### src/rtl/uart_rx.sv
// uart_rx: 8N1 UART receiver with a one-deep valid/ready holding register.
// Samples mid-bit from a half-bit offset after the start edge and reports
// framing errors and overruns as single-cycle pulses.
module uart_rx #(
    parameter int CLK_FREQ  = 50_000_000,
    parameter int BAUD_RATE = 9600
) (
    input  logic       clk,
    input  logic       reset_n,
    input  logic       rx,
    output logic [7:0] data,
    output logic       valid,
    input  logic       ready,
    output logic       frame_err,
    output logic       overrun,
    output logic       busy
);

    localparam int DIV = CLK_FREQ / BAUD_RATE;
    localparam int CW  = $clog2(DIV);

    localparam logic [CW-1:0] HALF_LOAD = CW'(DIV / 2 - 1);
    localparam logic [CW-1:0] FULL_LOAD = CW'(DIV - 1);

    localparam logic [2:0] S_IDLE      = 3'd0;
    localparam logic [2:0] S_START     = 3'd1;
    localparam logic [2:0] S_DATA      = 3'd2;
    localparam logic [2:0] S_STOP      = 3'd3;
    localparam logic [2:0] S_WAIT_HIGH = 3'd4;

    logic [2:0]    state;
    logic [CW-1:0] cnt;
    logic [2:0]    bitn;
    logic [7:0]    sh;
    logic          rx_m;
    logic          rx_s;
    logic          stop_tick;
    logic          deliver;
    logic          bad_stop;

    // Two-flop synchronizer on the asynchronous serial line, idle-high
    always_ff @(posedge clk or negedge reset_n) begin
        if (!reset_n) begin
            rx_m <= 1'b1;
            rx_s <= 1'b1;
        end else begin
            rx_m <= rx;
            rx_s <= rx_m;
        end
    end

    // Stop-bit sample outcome, shared by the FSM and the output register
    always_comb begin
        stop_tick = (state == S_STOP) && (cnt == '0);
        deliver   = stop_tick && rx_s;
        bad_stop  = stop_tick && !rx_s;
    end

    // Frame FSM: start qualification, mid-bit data sampling, stop check
    always_ff @(posedge clk or negedge reset_n) begin
        if (!reset_n) begin
            state <= S_IDLE;
            cnt   <= '0;
            bitn  <= '0;
            sh    <= '0;
        end else begin
            case (state)
                S_IDLE: begin
                    if (!rx_s) begin
                        cnt   <= HALF_LOAD;
                        state <= S_START;
                    end
                end
                S_START: begin
                    if (cnt != '0) begin
                        cnt <= cnt - 1'b1;
                    end else if (!rx_s) begin
                        cnt   <= FULL_LOAD;
                        bitn  <= '0;
                        state <= S_DATA;
                    end else begin
                        state <= S_IDLE;
                    end
                end
                S_DATA: begin
                    if (cnt != '0) begin
                        cnt <= cnt - 1'b1;
                    end else begin
                        sh   <= {rx_s, sh[7:1]};
                        cnt  <= FULL_LOAD;
                        bitn <= bitn + 3'd1;
                        if (bitn == 3'd7) begin
                            state <= S_STOP;
                        end
                    end
                end
                S_STOP: begin
                    if (cnt != '0) begin
                        cnt <= cnt - 1'b1;
                    end else begin
                        // Leave at mid-stop-bit so a gapless next start edge is seen in IDLE
                        state <= rx_s ? S_IDLE : S_WAIT_HIGH;
                    end
                end
                S_WAIT_HIGH: begin
                    if (rx_s) begin
                        state <= S_IDLE;
                    end
                end
                default: state <= S_IDLE;
            endcase
        end
    end

    // Holding register with valid/ready handshake and status pulses
    always_ff @(posedge clk or negedge reset_n) begin
        if (!reset_n) begin
            data      <= 8'h00;
            valid     <= 1'b0;
            frame_err <= 1'b0;
            overrun   <= 1'b0;
        end else begin
            frame_err <= bad_stop;
            overrun   <= 1'b0;
            if (deliver) begin
                if (!valid || ready) begin
                    data  <= sh;
                    valid <= 1'b1;
                end else begin
                    overrun <= 1'b1;
                end
            end else if (valid && ready) begin
                valid <= 1'b0;
            end
        end
    end

    // Busy flag follows the FSM leaving IDLE
    always_ff @(posedge clk or negedge reset_n) begin
        if (!reset_n) begin
            busy <= 1'b0;
        end else begin
            busy <= 1'b0;
            case (state)
                S_IDLE:  busy <= !rx_s;
                S_START: busy <= (cnt != '0) || !rx_s;
                S_STOP:  busy <= (cnt != '0) || !rx_s;
                default: busy <= 1'b1;
            endcase
        end
    end

endmodule

### config.mk
export PLATFORM = sky130hd
export DESIGN_NAME = uart_rx
export DESIGN_NICKNAME = d
export VERILOG_FILES = /design/src/rtl/uart_rx.sv
export SDC_FILE = /design/constraint.sdc
export NUM_CORES = 1
export LEC_CHECK = 0
export CORE_MARGIN = 1.5
export CORE_UTILIZATION = 45
export DETAILED_ROUTE_END_ITERATION = 16
export HOLD_SLACK_MARGIN = 0.1
export PLACE_DENSITY_LB_ADDON = 0.2
export SLEW_MARGIN = 15
export SYNTH_ARGS = -nofsm -noshare
export SYNTH_HDL_FRONTEND = slang
export SYNTH_SLANG_ARGS = --single-unit
export TNS_END_PERCENT = 50
### constraint.sdc
create_clock -name clk -period 2.71 [get_ports clk]
set_input_delay 0.4065 -clock clk [delete_from_list [all_inputs] [get_ports clk]]
set_output_delay 0.4065 -clock clk [all_outputs]
set_load 0.02 [all_outputs]
==> summary.txt <==
Synth
  – Ys Warns: 0
  – Netlist cell types: 48
  – Mapped Cells: 173
  – FF+latch count, synth: 41
  – Syn nets: 181
  – Largest cells by area after synthesis: dfrtp_1 (50%), mux2_2 (9.2%), dfstp_2 (2.7%)
  – Post-synth top area cell: dfrtp_1
  – Async set-reset flop share out of synthesis: 1.00
  – Top-area cell type share of the netlist area: 0.497
  – Ys flop type: dfrtp_1
  – Post-synth EDFFs: 0
  – Register area share after synthesis: 0.524
  – Syn_area_per_cell: 11.3 um2
  – Mapped cell area: 0.00196 mm2

Routing
  – Routed Antenna Nets: 0
  – DRC Markers: 0
  – Vias: 1342
  – WL per Instance: 15.7 um
  – Final wirelength: 3740 um
  – Drt first pass iters: 4
  – Vias per cell: 5.64
  – Iteration-0 DRC Markers: 82

Clock network
  – Clk sinks: 41
  – Worst-Skew Late Latency: 300 ps
  – Inserted Clock Buffers: 5
  – Root Buffer: clkbuf_8
  – Post-CTS Repair Setup Buffers: 0
  – Hold buffer count at cts: 0
  – Post-cts repair resize count: 0
  – CTS H-tree lvls: 2
  – CTS tree: done
  – Clock Pin Slew Worst Setup and Hold Paths: 80 ps
  – Clk buf depth: 2

Setup path
  – Worst path arrival time: 2700 ps
  – Worst endpoint required time: 2900 ps
  – R2r startpoint: cnt[0]$_DFFE_PN0P_
  – R2r setup slk: 200 ps
  – CP Capture Type: register
  – Critical path class: register to register
  – Crit path max fanout: 9
  – Worst r2r path cells: 7
  – Reg-to-Reg End: cnt[2]$_DFFE_PN0P_
  – Critical Path Start Type: register

Pwr
  – Power density over the cells: 505 mW/mm2
  – Int Pwr: 0.894 mW
  – Max VDD drop: 0.227 mV
  – Switching pwr: 0.236 mW
  – Pleak: 0.988 nW
  – Combinational power share: 0.015
  – Sw frac: 0.209
  – Reg power frac: 0.546
  – Clock power frac: 0.439

Timing
  – Worst-margin pin slew: 1020 ps
  – Ratio of final minimum period to clock period: 0.927
  – Min cycle time layout: 2510 ps
  – RSZ-0062 raised after global routing: no
  – Layout Skew: 4.08 ps
  – Final hold vios: 0
  – Setup Viol. Count Final: 0
  – Worst slew slack as a fraction of its limit: 0.319
  – Final setup TNS: 0 ps
  – Max Slew Vio Count: 0
  – FMAX: 398 MHz

Place
  – I/O Buffers: 15
  – Dpl cells: 230
  – DP HPWL: 2600 um
  – Placer Congestion: 0.813
  – Placed instance area: 0.00212 mm2

Layout
  – Post-Layout Cell Count: 238
  – N_diodes: 0
  – Finished Cell Area: 0.00224 mm2
  – Footprint of the multi-input gates: 863 um2
  – Nets@finish: 195
  – Synth-to-layout area growth: 14.0%
  – Fill cell count: 346
  – Util after Layout: 0.547
  – Layout cells sized above 1: 0.191
  – Area occupied by registers: 0.00103 mm2

Global route
  – M2 GR Usage: 0.262
  – GRT Total Usage: 0.174
  – Grt ovf: 0
  – Initial antenna violation count: 0
  – Pin count of the biggest net entering global routing: 42
  – Number of global-route vias before repair: 1354
  – Busiest grt layer: met2
  – GR Util met1: 0.242
  – Met3 global-route usage: 0.0380
  – First-pass GRT wire length: 6640 um

Hold path
  – HP Class: input pin to async pin

Die
  – Die X: 69.1 um
  – Site Rows: 23
  – Die height: 69.1 um
  – Number of top-level pins: 16
  – Core area: 0.00409 mm2
  – Initial core utilization: 0.480
  – Die area: 0.00477 mm2

Job
  – Max-Cap Viols: 0

Status
  – Status: completed
-- state kept, by name, summed over array words and instances (netlist names) --
signal / flops
cnt: 13
overrun: 1
valid: 1
sh: 8
bitn: 3
frame_err: 1
state: 3
data: 8
rx_m: 1
busy: 1
rx_s: 1
-- cells in the mapped netlist (3+ instances only) --
library cell	instances
nor3_1	8
o21ai_0	5
or3_1	5
a21oi_1	9
o21ai_1	4
dfrtp_1	39
ha_1	4
nand2_1	9
inv_1	6
a22o_1	4
mux2_2	16
o22a_1	3
clkbuf_1	5
nor2_1	13
-- per-stage QoR --
stage          worst slack [ps]  hold WS, ps  power [mW]
4_1_cts                     193          266        1.14
3_5_place_dp                216          347       0.647
6_report                    198          234        1.13
2_1_floorplan               551          111       0.631
5_1_grt                    39.5          297        1.18
3_3_place_gp                341          348       0.646
-- power groups by stage --
stage          Clock, mW  Combinational (mW)  Sequential (mW)
6_report           0.495              0.0174            0.617
5_1_grt            0.541              0.0205            0.617
4_1_cts            0.508              0.0186            0.617
3_5_place_dp           0              0.0185            0.629
3_3_place_gp           0              0.0177            0.628
2_1_floorplan          0             0.00431            0.626
-- how the worst max path moves through the flow --
stage / slack, ps / to / startpoint / depth (start not counted)
final: 200 / cnt[2]$_DFFE_PN0P_ / cnt[0]$_DFFE_PN0P_ / 7
after global routing: 40 / cnt[2]$_DFFE_PN0P_ / cnt[0]$_DFFE_PN0P_ / 7
after CTS: 190 / cnt[2]$_DFFE_PN0P_ / cnt[0]$_DFFE_PN0P_ / 7
after detailed placement: 220 / cnt[2]$_DFFE_PN0P_ / cnt[0]$_DFFE_PN0P_ / 7
after global placement: 340 / cnt[2]$_DFFE_PN0P_ / cnt[0]$_DFFE_PN0P_ / 7
after floorplan: 550 / data[0]$_DFFE_PN0P_ / cnt[0]$_DFFE_PN0P_ / 7
-- logic make-up (layout without fill, tap and decap cells) --
| kind of cell | after synthesis | after routing | synth area share |
|---|---|---|---|
| AO/OA/AOI/OAI | 40 | 40 | 0.141 |
| adder cells (fa/ha/maj) | 4 | 4 | 0.0255 |
| XOR/XNOR | 1 | 1 | 0.00446 |
| buffers and inverters | 14 | 29 | 0.0363 |
| AND/OR/NAND/NOR | 55 | 55 | 0.166 |
| flip-flops | 41 | 41 | 0.524 |
| multiplexers | 18 | 18 | 0.102 |
-- per-layer routing --
metal  part of all wire  routed length [um]
met5                  0                   0
met4              0.019                  72
met3              0.043                 162
met2               0.46                1710
met1               0.48                1790
-- worst max-delay path: stages, from the launching register on --
cell	delay [ps]
dfrtp_1	410
inv_1	80
ha_1	180
or4b_4	240
nor4_4	60
a211oi_1	850
o21ai_0	250
a211o_1	340
-- cells in the final DEF (no fill, tap or decap), types with 5 or more instances in the layout --
master	Yosys	layout
clkdlybuf4s50_1	0	14
nand2_1	9	9
nor3_1	8	8
dfrtp_1	39	39
a21oi_1	9	9
or3_1	5	5
mux2_2	16	16
nor2_1	13	13
inv_1	6	6
o21ai_0	5	5
clkbuf_8	0	5
-- area by class of cell --
| cell class | count | share of cell area |
|---|---|---|
| sequential | 41 | 0.460 |
| multi-input combinational | 118 | 0.386 |
| timing repair buffer | 15 | 0.0649 |
| clock buffer | 5 | 0.0308 |
| tap | 50 | 0.0280 |
| clock inverter | 3 | 0.0207 |
| inverter | 6 | 0.0101 |
Power figures use the tool's default switching activity.
